`src/rtl/mux_nto1_arb_pkg.sv`:
```
// mux_arb_pkg: shared mode constants and helpers for the N:1 arbitrated mux
package mux_arb_pkg;
  localparam int MODE_FIXED = 0;
  localparam int MODE_RR = 1;
  localparam int MAX_BUS = 1024;
  function automatic int clog2(input int v);
    int r;
    r = 0;
    while ((1 << r) < v) r++;
    return r;
  endfunction
  // Callers zero-extend the packed bus to MAX_BUS and truncate the result to W
  function automatic logic [MAX_BUS-1:0] slice(input logic [MAX_BUS-1:0] bus, input int i, input int w);
    return bus >> (i * w);
  endfunction
endpackage

```
`src/rtl/mux_nto1_arb_if.sv`:
```
// mux_nto1_arb_if: producer-side and consumer-side handshake bundle of the arbitrated mux
interface mux_nto1_arb_if import mux_arb_pkg::*; #(
  parameter int N = 4,
  parameter int W = 8,
  parameter int SW = clog2(N)
);
  logic [N*W-1:0] in_data;
  logic [N-1:0] in_valid;
  logic [N-1:0] in_ready;
  logic sel_en;
  logic [SW-1:0] sel;
  logic [W-1:0] z;
  logic [SW-1:0] z_src;
  logic z_valid;
  logic z_ready;
  modport master (output in_data, in_valid, sel_en, sel, z_ready, input in_ready, z, z_src, z_valid);
  modport slave (input in_data, in_valid, sel_en, sel, z_ready, output in_ready, z, z_src, z_valid);
endinterface

```
`src/rtl/mux_nto1_arb_pick.sv`:
```
// rr_priority_pick: first set request at or after ptr, wrapping, as one-hot, index and any flag
module rr_priority_pick import mux_arb_pkg::*; #(
  parameter int N = 4,
  parameter int SW = clog2(N)
) (
  input  logic [N-1:0]  req,
  input  logic [SW-1:0] ptr,
  output logic [N-1:0]  gnt,
  output logic [SW-1:0] idx,
  output logic          any
);
  logic [SW-1:0] j;
  always_comb begin
    gnt = '0;
    idx = '0;
    any = 1'b0;
    j = '0;
    for (int k = 0; k < N; k++) begin
      j = SW'((int'(ptr) + k) % N);
      if (!any && req[j]) begin
        any = 1'b1;
        gnt[j] = 1'b1;
        idx = j;
      end
    end
  end
endmodule

```
`src/rtl/mux_nto1_arb.sv`:
```
// mux_nto1_arb: N-input registered mux with fixed/round-robin/forced arbitration and backpressure
module mux_nto1_arb import mux_arb_pkg::*; #(
  parameter int N = 4,
  parameter int W = 8,
  parameter int RR = MODE_RR,
  parameter int SW = clog2(N)
) (
  input logic clk,
  input logic rst,
  mux_nto1_arb_if.slave bus
);
  logic load, any, sel_ok;
  logic [N-1:0] req, gnt;
  logic [SW-1:0] ptr, idx;
  assign load = ~bus.z_valid | bus.z_ready;
  // An out-of-range forced select (non-power-of-2 N) masks every channel
  assign sel_ok = int'(bus.sel) < N;
  assign req = bus.sel_en ? (sel_ok ? bus.in_valid & (N'(1) << bus.sel) : '0) : bus.in_valid;
  rr_priority_pick #(.N(N), .SW(SW)) u_pick (
    .req(req),
    .ptr(RR == MODE_RR ? ptr : '0),
    .gnt(gnt),
    .idx(idx),
    .any(any)
  );
  assign bus.in_ready = (load & any & ~rst) ? gnt : '0;
  always_ff @(posedge clk) begin
    if (rst) begin
      bus.z <= '0;
      bus.z_src <= '0;
      bus.z_valid <= 1'b0;
      ptr <= '0;
    end else if (load) begin
      bus.z_valid <= any;
      if (any) begin
        bus.z <= W'(slice(MAX_BUS'(bus.in_data), int'(idx), W));
        bus.z_src <= idx;
        if (RR == MODE_RR && !bus.sel_en) ptr <= (idx == SW'(N - 1)) ? '0 : idx + 1'b1;
      end
    end
  end
endmodule

```
`src/flat_wrapper.sv`:
```
// flat-port wrapper written by rule: the top's interface ports become plain ports
module mux_nto1_arb_flat import mux_arb_pkg::*;
#(
  parameter int N = 4,
  parameter int W = 8,
  parameter int RR = MODE_RR,
  parameter int SW = clog2(N)
)
  (clk, rst, bus_in_data, bus_in_valid, bus_sel_en, bus_sel, bus_z_ready, bus_in_ready, bus_z, bus_z_src, bus_z_valid);
  mux_nto1_arb_if #(.N(N), .W(W), .SW(SW)) bus_i ();
  input logic clk;
  input logic rst;
  input wire logic [$bits(bus_i.in_data)-1:0] bus_in_data;
  input wire logic [$bits(bus_i.in_valid)-1:0] bus_in_valid;
  input wire logic [$bits(bus_i.sel_en)-1:0] bus_sel_en;
  input wire logic [$bits(bus_i.sel)-1:0] bus_sel;
  input wire logic [$bits(bus_i.z_ready)-1:0] bus_z_ready;
  output wire logic [$bits(bus_i.in_ready)-1:0] bus_in_ready;
  output wire logic [$bits(bus_i.z)-1:0] bus_z;
  output wire logic [$bits(bus_i.z_src)-1:0] bus_z_src;
  output wire logic [$bits(bus_i.z_valid)-1:0] bus_z_valid;
  assign bus_i.in_data = bus_in_data;
  assign bus_i.in_valid = bus_in_valid;
  assign bus_i.sel_en = bus_sel_en;
  assign bus_i.sel = bus_sel;
  assign bus_i.z_ready = bus_z_ready;
  assign bus_in_ready = bus_i.in_ready;
  assign bus_z = bus_i.z;
  assign bus_z_src = bus_i.z_src;
  assign bus_z_valid = bus_i.z_valid;
  mux_nto1_arb #(.N(N), .W(W), .RR(RR), .SW(SW)) u_core (.clk(clk), .rst(rst), .bus(bus_i));
endmodule
```
`config.mk`:
```
export PLATFORM = sky130hd
export DESIGN_NAME = mux_nto1_arb_flat
export DESIGN_NICKNAME = d
export VERILOG_FILES = /design/src/rtl/mux_nto1_arb_pkg.sv /design/src/rtl/mux_nto1_arb_if.sv /design/src/rtl/mux_nto1_arb_pick.sv /design/src/rtl/mux_nto1_arb.sv /design/src/flat_wrapper.sv
export SDC_FILE = /design/constraint.sdc
export NUM_CORES = 1
export LEC_CHECK = 0
export ABC_AREA = 1
export CAP_MARGIN = 5
export CELL_PAD_IN_SITES_DETAIL_PLACEMENT = 0
export CELL_PAD_IN_SITES_GLOBAL_PLACEMENT = 1
export CORE_MARGIN = 1
export CORE_UTILIZATION = 31
export DETAILED_ROUTE_END_ITERATION = 10
export GPL_TIMING_DRIVEN = 1
export PLACE_DENSITY_LB_ADDON = 0.1
export SLEW_MARGIN = 30
export SYNTH_ARGS = -nofsm -noshare
export SYNTH_HDL_FRONTEND = slang
export SYNTH_SLANG_ARGS = --single-unit
```
`constraint.sdc`:
```
create_clock -name clk -period 3.6 [get_ports clk]
set_clock_uncertainty 0.2 [all_clocks]
set_input_delay 0.36 -clock clk [delete_from_list [all_inputs] [get_ports clk]]
set_output_delay 0.36 -clock clk [all_outputs]
set_load 0.02 [all_outputs]
```
==> reports/metrics.csv <==
metric,value,unit
utilization,48.14,%
synth_seq_area_share,18.36,%
area_growth,48.90,%
syn_inst,239,
reg2reg_to,u_core.ptr[0],
htree_levels,1,
num_io_pins,57,
peakVddDrop,0.2675,mV
routedWlPerCell,11.24,um
critical-path-slowest-cell,clkdlybuf4s50_1,
pre_cts_slack,0.2783,ns
max_slew.worst_pin.slew,0.3975,ns
r2r_cells,11,
drive_above_1_share,11.00,%
grt-ovfl-total,0,
hold_violations,0,
drv_cap,0,
hpwlAfterDp,3057,um
numCtsBuffers,3,
crit_chain,inv_1 > ha_1 > inv_1 > nand2_1 > nand2_2 > nor2_8 > nand3_4 > nand2_2 > or2_2 > a41oi_1 > clkdlybuf4s50_1,
grt_pass1_vias,1442,
root_buffer,clkbuf_8,
dr_wl_met2,1738,um
antenna_found_initial,0,
synth.avg_cell_area,5.931,um^2
hold_class,reg -> reg,
rr_startpoint,u_core.ptr[1],
die_width,69.63,um
dieArea,4848,um^2
ys_seq_elements,13,
crit_path_end_kind,primary output,
path_clk_slew,0.06,ns
dr_total_vias,1646,
max_slew_margin,73.49,%
cts_resized,0,
max_freq,0.3008,GHz
rrSetupSlack,1.03,ns
cp_top_family,buffers and inverters,
setup_viol,0,
grt_pass1_wl,6520,um
n_antenna_cell,0,
tns,0,ns
worstHoldStart,u_core.bus.z_src[1],
slowest_delay,0.63,ns
min_path_cells,2,
holdBufCountCts,0,
cp.depth,11,
drt_wl_total,3955,um
syn-num-nets,289,
grt_max_degree,19,
detail_route.first_pass.iterations,4,
cts_tree,yes,
final-max-slew-violation-count,0,
worst_slack,0.2758,ns
crit_buf_inv,3,
layout_commonest_cell,nand2_1,
status,"finished, final reports clean",
rows,24,
cp.arrival,2.76,ns
clk_path_buf_depth,2,
leakagePower,1.050,nW
cp_max_fo,8,
place_congestion,0.8434,
drt-met1-wl,1984,um
clk-insertion-delay-late,0.24,ns
clock_sinks,13,
power.total,0.001848,W
ant_nets,0,
dr_wl_met3,204,um
start_util,32.33,%
coreArea,4384,um^2
cp-start-kind,register,
cp.required,3.04,ns
min_to,u_core.bus.z_src[1],
post-route-period-util,92.34,%
rsz0062_at_grt,no,
p_per_area,875.5,nW/um^2
drc,0,
synth_cell_types,30,
top_layer_used,met4,
synth_area,1418,um^2
drt_iter0_markers,113,
post_cts_buffers,0,
grt.total_usage,16.28,%
io_buffers,56,
finalCriticalPeriod,3.324,ns
worst-setup-path-type,reg -> out,
layout.nets,351,
ys_warn_count,0,
holdWs,0.2644,ns
mostFrequentLayoutCells,"64 x nand2_1, 56 x clkdlybuf4s50_1, 35 x inv_1",
die_y,69.63,um
via_per_inst,4.676,
-- power breakdown --
group          total [W]  switching, W  leakage, nW  internal [W]
clock network   0.000131     0.0000532       0.0228     0.0000782
registers       0.000233     0.0000265        0.108      0.000206
logic            0.00148      0.000925        0.919      0.000558
-- metal layers --
layer  track usage, %  vias up
met2            25.13       42
met3            3.488        4
met1            23.36      710
li1                 -      890
met5                0        -
met4            3.111        0
-- sequential cells by signal (all words and copies together), names as in the netlist --
signal,cells
u_core.bus.z,8
u_core.ptr,2
u_core.bus.z_src,2
u_core.bus.z_valid,1
-- Yosys cell counts, drive strengths merged --
master / n / share of area [%]
and3: 2 / 0.88
or2: 3 / 1.3
ha: 8 / 7.1
o21ai: 4 / 1.7
buf: 4 / 1.6
a21oi: 9 / 4.2
clkbuf: 2 / 0.53
nand4: 10 / 4.4
a41oi: 1 / 0.62
nor2: 29 / 9.0
inv: 39 / 10
nand3: 40 / 17
a31oi: 1 / 0.44
a221oi: 2 / 1.2
dfxtp: 13 / 18
nand2: 71 / 20
a32oi: 1 / 0.62
-- tightest hold or removal path, delay by kind of cell, from the launching register on --
| family | cells | cell delay [ns] |
|---|---|---|
| flops | 1 | 0.31 |
| simple gates | 1 | 0.06 |
| compound gates | 1 | 0.05 |
-- cell families after synthesis --
group / synth area share (%)
simple gates: 53.31
buf+inv: 12.44
fa+ha+maj: 7.061
compound gates: 8.827
flops: 18.36
-- area by class of cell --
class                           instances  area (um^2)
Inverter                               39        146.4
Timing Repair Buffer                   63        613.1
Fill cell                             465         2273
Multi-Input combinational cell        181        980.9
Clock buffer                            4        45.04
Sequential cell                        13        260.3
Tap cell                               52        65.06
-- worst max path at each step --
| stage | from | to |
|---|---|---|
| after floorplan | u_core.ptr[0] | bus_in_ready[0] |
| after global placement | bus_sel[1] | bus_in_ready[0] |
| after detailed placement | bus_sel[1] | bus_in_ready[0] |
| after CTS | u_core.ptr[1] | bus_in_ready[0] |
| after global routing | u_core.ptr[1] | bus_in_ready[0] |
| final | u_core.ptr[1] | bus_in_ready[0] |
-- through the flow --
stage	instance area (um^2)	std cells
finish	2111	352
global route	2111	352
CTS	2111	352
detailed placement	2066	348
global placement	2066	348
floorplan	1418	239
Note: power is estimated with default switching activity, not from simulation.
